<file path="config.mk">
export PLATFORM = sky130hd
export DESIGN_NAME = lspc_timer
export DESIGN_NICKNAME = d
export VERILOG_FILES = /design/src/rtl/lspc_timer.sv
export SDC_FILE = /design/constraint.sdc
export NUM_CORES = 1
export LEC_CHECK = 0
export CORE_ASPECT_RATIO = 0.8
export CORE_MARGIN = 2
export CORE_UTILIZATION = 50
export CTS_BUF_LIST = sky130_fd_sc_hd__clkbuf_8
export CTS_CLUSTER_DIAMETER = 100
export CTS_CLUSTER_SIZE = 20
export DETAILED_ROUTE_END_ITERATION = 6
export GPL_TIMING_DRIVEN = 0
export PLACE_DENSITY = 0.9
export RECOVER_POWER = 25
export SLEW_MARGIN = 5
export SYNTH_ARGS = -nofsm -noshare
export SYNTH_HDL_FRONTEND = slang
export SYNTH_SLANG_ARGS = --single-unit
export TNS_END_PERCENT = 50
</file>
<file path="constraint.sdc">
create_clock -name CLK_24M -period 2.34 [get_ports CLK_24M]
set_input_delay 0.468 -clock CLK_24M [delete_from_list [all_inputs] [get_ports CLK_24M]]
set_output_delay 0.468 -clock CLK_24M [all_outputs]
set_load 0.1 [all_outputs]
</file>
<file path="src/rtl/lspc_timer.sv">
// rtl/lspc_timer.sv - LSPC programmable raster timer with timer and vblank interrupt sources
module lspc_timer #(
    parameter logic [8:0] STOP_LO = 9'h010,
    parameter logic [8:0] STOP_HI = 9'h100
) (
    input  logic        CLK_24M,
    input  logic        nRESET,
    input  logic        PIXEL_EN,
    input  logic [8:0]  RASTERC,
    input  logic        BNKB,
    input  logic        VMODE,
    input  logic [15:0] DATA,
    input  logic        WR_MODE,
    input  logic        WR_RLD_HI,
    input  logic        WR_RLD_LO,
    input  logic        WR_STOP,
    input  logic        WR_ACK,
    output logic        IRQ_TIMER,
    output logic        IRQ_VBL,
    output logic [31:0] TIMER_CNT
);

    logic [31:0] counter;
    logic [31:0] counter_nxt;
    logic [15:0] reload_hi;
    logic [15:0] reload_lo;
    logic [31:0] reload;
    logic        ten;
    logic        rlw;
    logic        rlv;
    logic        rlz;
    logic        stop_en;
    logic        bnkb_q;
    logic        armed;
    logic        halted;
    logic        tick;
    logic        vbs;
    logic        fire;
    logic        irq_timer;
    logic        irq_vbl;

    assign reload = {reload_hi, reload_lo};
    assign halted = stop_en & VMODE & ((RASTERC < STOP_LO) | (RASTERC >= STOP_HI));
    assign tick   = PIXEL_EN & ~halted;
    // armed stays low for the first cycle after reset so a BNKB that is
    // already high at release is not mistaken for a fresh blanking edge.
    assign vbs    = armed & BNKB & ~bnkb_q;

    always_comb begin
        counter_nxt = counter;
        fire        = 1'b0;
        if (WR_RLD_LO && rlw) begin
            counter_nxt = {reload_hi, DATA};
        end else if (vbs && rlv) begin
            counter_nxt = reload;
        end else if (tick) begin
            if (counter == 32'd0) begin
                fire        = 1'b1;
                counter_nxt = rlz ? reload : 32'hFFFF_FFFF;
            end else begin
                counter_nxt = counter - 32'd1;
            end
        end
    end

    always_ff @(posedge CLK_24M or negedge nRESET) begin
        if (!nRESET) begin
            counter <= 32'hFFFF_FFFF;
        end else begin
            counter <= counter_nxt;
        end
    end

    always_ff @(posedge CLK_24M or negedge nRESET) begin
        if (!nRESET) begin
            reload_hi <= 16'h0000;
            reload_lo <= 16'h0000;
            ten       <= 1'b0;
            rlw       <= 1'b0;
            rlv       <= 1'b0;
            rlz       <= 1'b0;
            stop_en   <= 1'b0;
        end else begin
            if (WR_RLD_HI) begin
                reload_hi <= DATA;
            end
            if (WR_RLD_LO) begin
                reload_lo <= DATA;
            end
            if (WR_MODE) begin
                ten <= DATA[4];
                rlw <= DATA[5];
                rlv <= DATA[6];
                rlz <= DATA[7];
            end
            if (WR_STOP) begin
                stop_en <= DATA[0];
            end
        end
    end

    always_ff @(posedge CLK_24M or negedge nRESET) begin
        if (!nRESET) begin
            bnkb_q <= 1'b0;
            armed  <= 1'b0;
        end else begin
            bnkb_q <= BNKB;
            armed  <= 1'b1;
        end
    end

    // A set arriving in the same cycle as its acknowledge wins.
    always_ff @(posedge CLK_24M or negedge nRESET) begin
        if (!nRESET) begin
            irq_timer <= 1'b0;
            irq_vbl   <= 1'b0;
        end else begin
            irq_timer <= (fire & ten) | (irq_timer & ~(WR_ACK & DATA[1]));
            irq_vbl   <= vbs | (irq_vbl & ~(WR_ACK & DATA[2]));
        end
    end

    assign IRQ_TIMER = irq_timer;
    assign IRQ_VBL   = irq_vbl;
    assign TIMER_CNT = counter;

endmodule

</file>
==> metrics <==
core utilization of the finished layout 0.715; FP Rows 28; cell type with the largest total area after synthesis dfrtp_1; Reg2Reg Depth 8; via count of the first global-routing pass 3717; Post-layout nets 510; Routed wire per std cell 21.8 um; setup repair after global routing missed its margin true; status complete, but fails checks; starting density of the core 0.524; critical setup path kind flip-flop to flip-flop; post-synth net total between 400 and 500; number of max-slew violations in the final report 74; critical path required time approximately 2600 ps; H-tree Lvls 3; Max-slew headroom -0.165; # port buffers 62; cell types with the largest area share after synthesis dfrtp_1 26%, dfstp_2 21%, mux2_2 11%; crit path DAT ~2700 ps; highest clock frequency the design can meet 416 MHz; slack of the worst reg-to-reg path -70 ps; final hold violation count 0; worst vdd ir approximately 1300 uV; most common cell after layout, fill and taps aside dfrtp_1; capture point of the critical path TIMER_CNT[15]; worst hold slack after final layout ~480 ps; filler cell count in the final layout 544; fraction of layout instances using a drive strength above 1 0.347; Setup Viol. Count Final 13; per-cell via count in the routed design ~6.6; Worst Clk Skew approximately 7.6 ps; Inst Count DP roughly 550; final std cells w/o fill a little under 600; Syn. warnings 0; die outline area 8590 um^2; Worst-Skew Late Latency 360 ps; total routed wirelength approximately 13 mm; number of synthesized register bits between 70 and 80; Ports 69; clock edge transition at the registers on the reported setup and hold paths around 80 ps; type of the worst min-delay path flip-flop to flip-flop; largest net degree at the start of global routing 74; reg-to-reg endpoint TIMER_CNT[15]; core area roughly 7500 um^2; Seq/Total Area, Yosys 0.475; via total after detailed routing approximately 3800; DRC violations left 0; antenna violations before repair 0; max-capacitance violation count 1; Avg Synthesized Cell Area 10.3 um^2; fin worst setup slack -65.9 ps; static leakage between 2 and 2.5 nW; category of the worst setup path capture point flip-flop; launch point of the worst path TIMER_CNT[27]; violations in the final reports capacitance limit, slew limit, setup timing; Startpoint Class flip-flop; post-synth top area share 0.261; residual antenna-violating net count after detailed routing 0; final HPWL from detailed placement 8.25 mm; antenna diode instance count 0; clock buffer count from CTS 9; Post-synth EDFFs 0; TritonCTS clock tree built; fin crit share 1.03; number of unique standard cell types used by synthesis 61; worst r2r src TIMER_CNT[27]; post-layout minimum cycle time 2410 ps; Worst Max-Slew Pin Slew 1750 ps; 1st-iter DRT viols ~410; CTS Sinks 73; area of the mapped netlist 3930 um^2; total gr overflow 0; global-route wire length before repair just under 20 mm; router iterations before antenna repair 5; hold buffers post-CTS 0; number of buffers on the longest clock path 2; die boundary height roughly 83 um; overall die width 103 um; commonest non-fill, non-tap cells in the layout 41 x dfrtp_1, 37 x mux2_2, 32 x nand2_1, 32 x nor2_1, 27 x clkdlybuf4s50_1; clock tree root buffer cell clkbuf_8; All-Layer GR Usage 0.297; cell area power density roughly 1100 nW/um^2; routability congestion estimate from global placement around 0.96; most instantiated flip-flop cell in the synthesis netlist dfrtp_1; cell count after synthesis between 300 and 400; layout-stage area growth over the synthesis result 36.4%; proportion of register bits with asynchronous set or reset after synthesis 1.00; maximum fanout along the worst path 6
==> worst max-delay path: stages, from the launching register on <==
cell      delay, ps
dfstp_4         490
or4_4           590
nor4b_4         320
buf_4           170
nand4_4         180
nand2_4         170
buf_4           130
o31ai_1          70
a211oi_2        200
==> cell usage after synthesis, types with 9 or more instances <==
cell and count:
mux2_2 37, dfrtp_1 41, nand2_1 34, nor3_1 13, nand3_1 11, o21ai_0 15
a22oi_1 9, clkbuf_1 9, a21oi_1 17, dfstp_2 32, o22ai_1 12, nor2_1 34
==> sequential cells by signal (all words and copies together) (netlist names) <==
| signal | cells |
|---|---|
| bnkb_q | 1 |
| rlz | 1 |
| reload_lo | 16 |
| IRQ_TIMER | 1 |
| rlw | 1 |
| stop_en | 1 |
| ten | 1 |
| reload_hi | 16 |
| rlv | 1 |
| armed | 1 |
| TIMER_CNT | 32 |
| IRQ_VBL | 1 |
==> routing by layer <==
metal  vias up  global-route usage  share of wire  wire length (um)
met5         -                   0              0                 0
met4         0               0.110          0.030               380
met3        49              0.0690           0.10              1270
met2       271               0.436           0.46              5880
met1      1875               0.428           0.41              5160
li1       1626                   -              -                 -
==> cell families (layout without fill, tap and decap cells) <==
family | Yosys count | after routing | synth area share
AOI/OAI and AO/OA | 93 | 93 | 0.165
xor gates and xnor gates | 11 | 11 | 0.0245
adders and majority gates | 2 | 2 | 0.00636
buffers and inverters | 24 | 121 | 0.0264
DFF | 73 | 73 | 0.475
muxes | 38 | 38 | 0.109
other | 1 | 1 | 0.000954
and+or+nand+nor | 139 | 139 | 0.194
==> through the flow <==
stage          setup slack (ps)  power [mW]  instance area [um^2]  TNS, ps
4_1_cts                   -76.9        5.70                  5190     -242
3_3_place_gp              -1520        4.58                  4740  -102150
3_5_place_dp               -753        4.63                  4770   -16960
2_1_floorplan             -39.9        3.96                  3990     -315
6_report                  -65.9        5.90                  5360     -392
5_1_grt                    -126        6.11                  5360    -1930
==> layout make-up <==
| class | instances | area, um^2 | share of cell area |
|---|---|---|---|
| clock buffer | 10 | 138 | 0.0257 |
| tap | 105 | 131 | 0.0245 |
| multi-input combinational | 284 | 2240 | 0.418 |
| buffer | 15 | 96.3 | 0.0180 |
| inverter | 6 | 22.5 | 0.00420 |
| sequential | 73 | 1890 | 0.353 |
| timing repair buffer | 84 | 756 | 0.141 |
| clock inverter | 6 | 83.8 | 0.0156 |
==> how the worst min path moves through the flow <==
stage / slack [ps] / depth (start not counted) / end / start
after floorplan: 170 / 0 / IRQ_TIMER / nRESET
after global placement: 450 / 2 / IRQ_TIMER / IRQ_TIMER
after detailed placement: 470 / 1 / IRQ_VBL / bnkb_q
after CTS: 130 / 2 / reload_lo[8] / nRESET
after global routing: 510 / 1 / IRQ_VBL / bnkb_q
final: 480 / 1 / IRQ_VBL / bnkb_q
==> where the power goes <==
group / internal, mW / switching [mW] / total (mW)
Sequential: 1.67 / 0.401 / 2.07
Combinational: 0.705 / 1.99 / 2.70
Clock: 0.624 / 0.504 / 1.13
Total: 3.00 / 2.90 / 5.90
==> what timing repair did <==
| item | CTS | global route |
|---|---|---|
| pin swaps | 13 | 22 |
| setup buffers | 12 | 6 |
| gates resized for setup | 70 | 56 |
| endpoints found under the setup margin | 65 | 47 |
| gates cloned | 2 | 1 |
(Power assumes the default switching activity.)
